## src/rtl/traffic_phase_ctrl.sv

```systemverilog
// traffic_phase_ctrl: N-phase round-robin traffic-signal controller with
// min/max green, yellow and all-red timing, latched per-phase demand and
// emergency preemption. Rests in green while no other phase has demand.
//
// Ports:
//   clock, reset   rising-edge clock, synchronous active-high reset
//   req            per-phase vehicle detector (level)
//   preempt        emergency preemption request (level)
//   preempt_phase  phase to force while preempt=1 (ignored if >= NUM_PHASES)
//   green/yellow   one-hot lamp outputs, all zero outside their state
//   red            ~(green|yellow)
//   cur_phase      phase being served or cleared
//   state          00 GREEN, 01 YELLOW, 10 ALL_RED
//   pending        latched demand
// All outputs decode from registers only.
module traffic_phase_ctrl #(
  parameter int NUM_PHASES  = 4,
  parameter int CNT_W       = 8,
  parameter int T_MIN_GREEN = 8,
  parameter int T_MAX_GREEN = 20,
  parameter int T_YELLOW    = 3,
  parameter int T_ALL_RED   = 2,
  localparam int PH_W = ($clog2(NUM_PHASES) < 1) ? 1 : $clog2(NUM_PHASES)
) (
  input  logic                  clock,
  input  logic                  reset,
  input  logic [NUM_PHASES-1:0] req,
  input  logic                  preempt,
  input  logic [PH_W-1:0]       preempt_phase,
  output logic [NUM_PHASES-1:0] green,
  output logic [NUM_PHASES-1:0] yellow,
  output logic [NUM_PHASES-1:0] red,
  output logic [PH_W-1:0]       cur_phase,
  output logic [1:0]            state,
  output logic [NUM_PHASES-1:0] pending
);

  typedef enum logic [1:0] {
    GREEN   = 2'b00,
    YELLOW  = 2'b01,
    ALL_RED = 2'b10
  } state_t;

  // Terminal timer values, sized to the timer so comparisons stay width-clean.
  localparam logic [CNT_W-1:0] MIN_G_LAST = CNT_W'(T_MIN_GREEN - 1);
  localparam logic [CNT_W-1:0] MAX_G_LAST = CNT_W'(T_MAX_GREEN - 1);
  localparam logic [CNT_W-1:0] YEL_LAST   = CNT_W'(T_YELLOW - 1);
  localparam logic [CNT_W-1:0] AR_LAST    = CNT_W'(T_ALL_RED - 1);

  state_t                  st_q, st_d;
  logic [CNT_W-1:0]        timer_q, timer_d;
  logic [PH_W-1:0]         cur_q, cur_d;
  logic [NUM_PHASES-1:0]   pend_q, pend_d;
  logic [NUM_PHASES-1:0]   cur_oh;
  logic [PH_W-1:0]         nxt_phase;
  logic                    pv;
  logic                    other;

  // (p + k) mod NUM_PHASES
  function automatic logic [PH_W-1:0] ph_add(input logic [PH_W-1:0] p, input int k);
    return PH_W'((32'(p) + 32'(k)) % 32'(NUM_PHASES));
  endfunction

  always_comb begin
    cur_oh        = '0;
    cur_oh[cur_q] = 1'b1;
  end

  assign pv    = preempt && (32'(preempt_phase) < 32'(NUM_PHASES));
  assign other = |(pend_q & ~cur_oh);

  // Next phase: preempt target, else the nearest pending phase after the
  // current one (searched downward so the smallest offset wins), else cur+1.
  always_comb begin
    nxt_phase = ph_add(cur_q, 1);
    for (int k = NUM_PHASES - 1; k >= 1; k--) begin
      if (pend_q[ph_add(cur_q, k)]) nxt_phase = ph_add(cur_q, k);
    end
    if (pv) nxt_phase = preempt_phase;
  end

  always_comb begin
    st_d  = st_q;
    cur_d = cur_q;
    case (st_q)
      GREEN: begin
        if ((pv && preempt_phase != cur_q) ||
            (!pv && other && ((timer_q >= MIN_G_LAST && !req[cur_q]) ||
                              timer_q >= MAX_G_LAST)))
          st_d = YELLOW;
      end
      YELLOW: begin
        if (timer_q == YEL_LAST) st_d = ALL_RED;
      end
      ALL_RED: begin
        if (timer_q == AR_LAST) begin
          st_d  = GREEN;
          cur_d = nxt_phase;
        end
      end
      default: st_d = GREEN;
    endcase

    if (st_d != st_q)      timer_d = '0;
    else if (&timer_q)     timer_d = timer_q;
    else                   timer_d = timer_q + 1'b1;

    // Demand latches; the served phase's bit is held clear while green, and
    // the phase entering green is cleared even against a same-cycle request.
    pend_d = pend_q | req;
    if (st_q == GREEN) pend_d[cur_q] = 1'b0;
    if (st_q == ALL_RED && st_d == GREEN) pend_d[cur_d] = 1'b0;
  end

  always_ff @(posedge clock) begin
    if (reset) begin
      st_q    <= GREEN;
      timer_q <= '0;
      cur_q   <= '0;
      pend_q  <= '0;
    end else begin
      st_q    <= st_d;
      timer_q <= timer_d;
      cur_q   <= cur_d;
      pend_q  <= pend_d;
    end
  end

  assign green     = (st_q == GREEN)  ? cur_oh : '0;
  assign yellow    = (st_q == YELLOW) ? cur_oh : '0;
  assign red       = ~(green | yellow);
  assign cur_phase = cur_q;
  assign state     = st_q;
  assign pending   = pend_q;

endmodule

```

## config.mk

```make
export PLATFORM = sky130hd
export DESIGN_NAME = traffic_phase_ctrl
export DESIGN_NICKNAME = d
export VERILOG_FILES = /design/src/rtl/traffic_phase_ctrl.sv
export SDC_FILE = /design/constraint.sdc
export NUM_CORES = 1
export LEC_CHECK = 0
export ABC_AREA = 1
export BUFFER_PORTS_ARGS = -buffer_cell sky130_fd_sc_hd__buf_2
export CORE_MARGIN = 2
export CORE_UTILIZATION = 54
export CTS_CLUSTER_SIZE = 28
export DETAILED_ROUTE_END_ITERATION = 16
export PLACE_DENSITY_LB_ADDON = 0.1
export SYNTH_ARGS = -nofsm -noshare
export SYNTH_HDL_FRONTEND = slang
export SYNTH_SLANG_ARGS = --single-unit
```

## constraint.sdc

```tcl
create_clock -name clock -period 1.8 [get_ports clock]
set_input_delay 0.27 -clock clock [delete_from_list [all_inputs] [get_ports clock]]
set_output_delay 0.27 -clock clock [all_outputs]
set_load 0.02 [all_outputs]
```

### After elaboration in Yosys (flattened, before gate mapping)

Cells that the tools add are included.

* flip-flop bits (word level): 16
* input bits: 9
* output and inout port bits: 20
* logic and storage cells: 73

* add/sub/neg operators: 4
* $lt $le $gt $ge: 9
* equality and inequality tests: 6
* mux-type cells: 26
* bitwise gates (word level): 8
* reductions and logical operators: 16

Operators with widths (count)
* $mux W2: 9
* $mux W4: 4
* $lt A2 B3 Y1 const B: 5
* $and A4 B4 Y4: 3
* $not A4 Y4: 3
* $add A8 B1 Y8 const B: 1
* $bmux W1 S2: 4
* $eq A8 B1 Y1 const B: 1
* $eq A8 B2 Y1 const B: 1
* $ge A8 B3 Y1 const B: 1
* $ge A8 B5 Y1 const B: 1
* $or A4 B4 Y4: 2
* $reduce_and A8 Y1: 1
* $logic_and A1 B1 Y1: 7
* $mux W1: 6
* $pmux W2 S3: 1
* $add A2 B2 Y2 const B: 2
* $demux W1 S2: 2
* $ge A2 B1 Y1 const B: 2
* $logic_not A2 Y1: 2
* $ne A2 B2 Y1: 2
* $reduce_or A4 Y1: 1
* $add A2 B1 Y2 const B: 1
* $eq A2 B1 Y1 const B: 1
* 4 further kinds: 6

### Longest topological paths before layout

* depth after elaboration: 16
* gate-level depth with buffers: 13
* depth with buffers taken out: 13

### Least setup slack after synthesis

No wires, ideal clock.

* path type: reg-to-reg
* start point: register cur_q[1], in the netlist cur_phase[1]
* end point: register pend_q[2], in the netlist pending[2]
* arrival time: 1.651 ns
* required time: 1.691 ns
* path slack: 0.040 ns
* cell stages (with the launch flop): 14
* buffers on the path: 0
* period minus slack after synthesis: 1.760 ns
* cell sequence: dfxtp_1 -> inv_2 -> ha_1 -> inv_1 -> nand2_2 -> nand2_2 -> inv_2 -> nand2_1 -> nand2_1 -> nand3_2 -> nand2_4 -> nand3_1 -> nand2_1 -> inv_1

* word-level cells in the longest chain between the ends: 16
* elaborated cells between the ends (all ways): 47
* classes of those cells: 3 x add/sub; 4 x order compare; 1 x eq/ne; 22 x mux; 5 x bitwise; 12 x reduce/logical

Ends and longest elaborated chain
* start, declared: RTL line 52 `logic [PH_W-1:0] cur_q, cur_d;`
* start signal, assigned: RTL line 124 `cur_q <= cur_d;`
* $add A2 B2 Y2: RTL line 61 `return PH_W'((32'(p) + 32'(k)) % 32'(NUM_PHASES));`
* $bmux W1 S2: RTL line 77 `if (pend_q[ph_add(cur_q, k)]) nxt_phase = ph_add(cur_q, k);`
* $mux W1 (not written as such): RTL line 77
* $mux W2 (3 in series): RTL line 77
* $mux W2: RTL line 79 `if (pv) nxt_phase = preempt_phase;`
* $mux W2: RTL line 96 `if (timer_q == AR_LAST) begin`
* $mux W2: RTL line 85 `case (st_q)`
* $lt A2 B3 Y1 (not written as such) or $ge A2 B1 Y1 (tied branches): RTL line 112 `if (st_q == ALL_RED && st_d == GREEN) pend_d[cur_d] = 1'b0;`
* $logic_and A1 B1 Y1 (not written as such): RTL line 112
* $mux W1 (not written as such): RTL line 112
* $demux W1 S2: RTL line 112
* $not A4 Y4 (no source line)
* $and A4 B4 Y4 (no source line)
* $mux W4 *: RTL line 112
* end signal, assigned: RTL line 125 `pend_q <= pend_d;`
* end, declared: RTL line 53 `logic [NUM_PHASES-1:0] pend_q, pend_d;`

Every way passes the cells marked *; elsewhere a longest branch is shown, timed or not. The select of a mux whose other input is x is not followed.
A chain may end at the register's enable or synchronous reset.

### Worst setup path after layout

* start point: register st_q[1], in the netlist state[1]
* end point: output red[1]

* word-level cells in the longest chain between the ends: 4
* elaborated cells between the ends (all ways): 6
* classes of those cells: 1 x eq/ne; 2 x mux; 2 x bitwise; 1 x reduce/logical

Ends and longest elaborated chain
* start, declared: RTL line 50 `state_t st_q, st_d;`
* start signal, assigned: RTL line 122 `st_q <= st_d;`
* $eq A2 B1 Y1 or $logic_not A2 Y1 (tied branches): RTL line 130, 129
* $mux W4, on equally long branches: RTL line 130, 129
* $or A4 B4 Y4 *: RTL line 131 `assign red = ~(green | yellow);`
* $not A4 Y4 *: RTL line 131
* end, declared: RTL line 32 `output logic [NUM_PHASES-1:0] red,`

Every way passes the cells marked *; elsewhere a longest branch is shown, timed or not.

==> key figures <==
Routing
  • Overall routed net length: 3270 um
  • Initial DRT Pass Iterations: 4
  • Remaining antenna violation count: 0
  • Vias per Instance: 5.24
  • Vias: 1395
  • Drt drc: 0
  • Initial DRC count: 22
  • WL per Instance: 12.3 um

Timing
  • RSZ-0062 raised after global routing: no
  • Clock skew: 0.00432 ns
  • Final worst path period share: 94.2%
  • Slew Limit Fails: 0
  • Setup ws final: 0.104 ns
  • Final period demand of the worst path: 1.70 ns
  • Slew @ Worst Pin: 0.293 ns
  • Maximum clock rate: 590 MHz
  • Slew HR: 80.5%
  • Final setup violation count: 0
  • Hold slack: 0.180 ns
  • Sum Neg Setup Slack: 0 ns
  • Final hold violation count: 0

Clock tree
  • CTS root buffer: clkbuf_4
  • Worst-Skew Late Latency: 0.30 ns
  • # resized after CTS: 0
  • Setup bufs post-CTS: 0
  • TritonCTS clock tree: done
  • Max clock buf depth: 2
  • CTS H-tree depth: 1
  • CTS Buf Count: 3
  • Sink Count: 16
  • Hold_buf cts: 0
  • Reg clk slew, reported paths: 0.10 ns

Die
  • I/O pin count: 29
  • CORE AREA: 2410 sq um
  • Die X: 53.9 um
  • Row Count: 18
  • Die footprint: 2910 sq um
  • Initial core utilization: 55.8%
  • DIE HEIGHT: 53.9 um

Layout
  • Number of diodes: 0
  • Register area: 322 sq um
  • Final instance area: 1580 sq um
  • Final core utilization: 65.6%
  • Area of the multi-input gates: 882 sq um
  • Final #Nets: 253
  • Fillers: 236
  • Post-route insts no fill: 266
  • Area Growth Syn to Fin: 17.5%
  • Ratio of cells with drive above 1 in the final layout: 36.0%

Min path
  • Hold Crit Start: reset
  • Min-delay worst type: input port to flop
  • Endpoint, Worst Hold: cur_phase[0]$_SDFF_PP0_
  • Min-Delay Path Depth: 2

Outcome
  • Status: finished clean

Logic synthesis
  • Synth cell count leaders: 29 x nand2_1, 27 x inv_1, 26 x nor2_1
  • Most area-consuming cells after synthesis: dfxtp_1 24%, nand2_1 8.1%, inv_1 7.5%
  • Avg Cell Area, Syn: 6.63 sq um
  • Cell count after synthesis: 203
  • FFs w/ async S/R, synth: 0%
  • Mapped Area: 1350 sq um
  • Post-synth top area cell: dfxtp_1
  • #FFs+latches synth: 16
  • Seq/Total Area, Yosys: 23.8%
  • Most frequent cell after synthesis: nand2_1
  • Post-synth EDFFs: 0
  • Distinct cells, synth: 28
  • Syn. warnings: 0
  • Top_reg_cell synth: dfxtp_1
  • Synth top area share: 23.8%
  • Post-synthesis net count: 219

Power and ir drop
  • Maximum VDD drop: 471 uV
  • Leakage: 0.760 nW
  • Pwr dens: 524 nW/um^2
  • Overall Power: 828 uW

Worst setup path
  • CP top delay family: flip-flops
  • Critical path endpoint category: output pin
  • Data required, critical path: 1.53 ns
  • CP arrival: 1.43 ns
  • Worst reg-to-reg path cell count: 13
  • Max incr delay on CP: 0.36 ns
  • Slowest CP cell: dfxtp_1
  • Nature of the critical path startpoint: flop
  • Reg2reg end: pending[2]$_SDFF_PP0_
  • Critical R2R Launch: cur_phase[1]$_SDFF_PP0_
  • R2R setup slack: 0.16 ns
  • Critical-path cell list: nor2_1 -> inv_2 -> a21oi_1 -> inv_1 -> buf_2
  • Buf/Inv on CP: 3
  • Crit path max fanout: 11
  • CP Class: flop to output pin

Global route
  • GRT Resource Usage Total: 24.5%
  • First-pass GRT wire length: 5130 um
  • Vias in the first global route: 1248
  • Grt total ovfl: 0
  • Largest net degree at the start of global routing: 12
  • Initial antenna violation count: 0

Job
  • Maxcap violations: 0

Place
  • Placed cells: 262
  • Placed Instance Area: 1530 sq um
  • RD Place Congestion: 0.860
  • Port-buffer cells: 28
  • Post-Place Worst Slack: 0.0415 ns
  • Detail Placement HPWL: 2620 um
final cells by class:
class	instances	area share (%)
Clock buffer	4	2.30
Inverter	37	8.87
Multi-Input combinational cell	148	55.8
Sequential cell	16	20.3
Tap cell	30	2.38
Timing Repair Buffer	31	10.3
routing by layer:
metal / routed length [um] / up-vias / track usage, %
met5: 0 / - / 0
met4: 88 / 0 / 15.8
met3: 150 / 10 / 2.22
met2: 1780 / 47 / 46.1
met1: 1250 / 633 / 25.5
li1: - / 705 / -
report_power, final:
| group | internal [mW] | switching [mW] | total, mW | leakage [nW] |
|---|---|---|---|---|
| combinational | 0.0653 | 0.132 | 0.197 | 0.608 |
| clock | 0.124 | 0.124 | 0.248 | 0.0210 |
| sequential | 0.368 | 0.0148 | 0.383 | 0.131 |
| total | 0.557 | 0.271 | 0.828 | 0.760 |
kinds of logic after synthesis:
group | share of synthesized area, %
XOR/XNOR | 3.26
AND/OR/NAND/NOR | 42.6
AO/OA/AOI/OAI | 12.3
flip-flops | 23.8
buffers and inverters | 11.5
adder cells (fa/ha/maj) | 6.51
how the worst max path moves through the flow:
stage,start,end,slack (ns),depth (start not counted)
2_1_floorplan,cur_phase[1]$_SDFF_PP0_,pending[2]$_SDFF_PP0_,0.04,13
3_3_place_gp,cur_phase[0]$_SDFF_PP0_,pending[2]$_SDFF_PP0_,0.1,13
3_5_place_dp,cur_phase[0]$_SDFF_PP0_,pending[2]$_SDFF_PP0_,0.04,13
4_1_cts,cur_phase[0]$_SDFF_PP0_,pending[2]$_SDFF_PP0_,0.03,13
5_1_grt,state[1]$_SDFF_PP0_,red[3],0.003,5
6_report,state[1]$_SDFF_PP0_,red[1],0.10,5
flip-flops by register name (all words and copies together) (netlist names):
name       count
cur_phase      2
pending        4
state          2
timer_q        8
placed cells by master, fill, tap and decap left out, types with 2 or more instances in the layout:
master,Yosys,final
buf_4,0,3
ha_1,7,6
xor2_1,5,5
dfxtp_1,16,15
o21ai_0,6,6
nand2_2,12,12
buf_2,0,28
nor2_2,12,12
nand3_1,14,14
a21oi_2,2,2
o21ai_1,3,3
nand2_1,29,29
nand3_2,5,5
nor3_2,2,2
a21oi_1,14,14
nor2_1,26,26
inv_2,8,9
o221ai_1,3,3
inv_1,27,26
nand2_4,2,2
clkbuf_4,0,3
No activity file was read; power rests on OpenSTA's default activity.
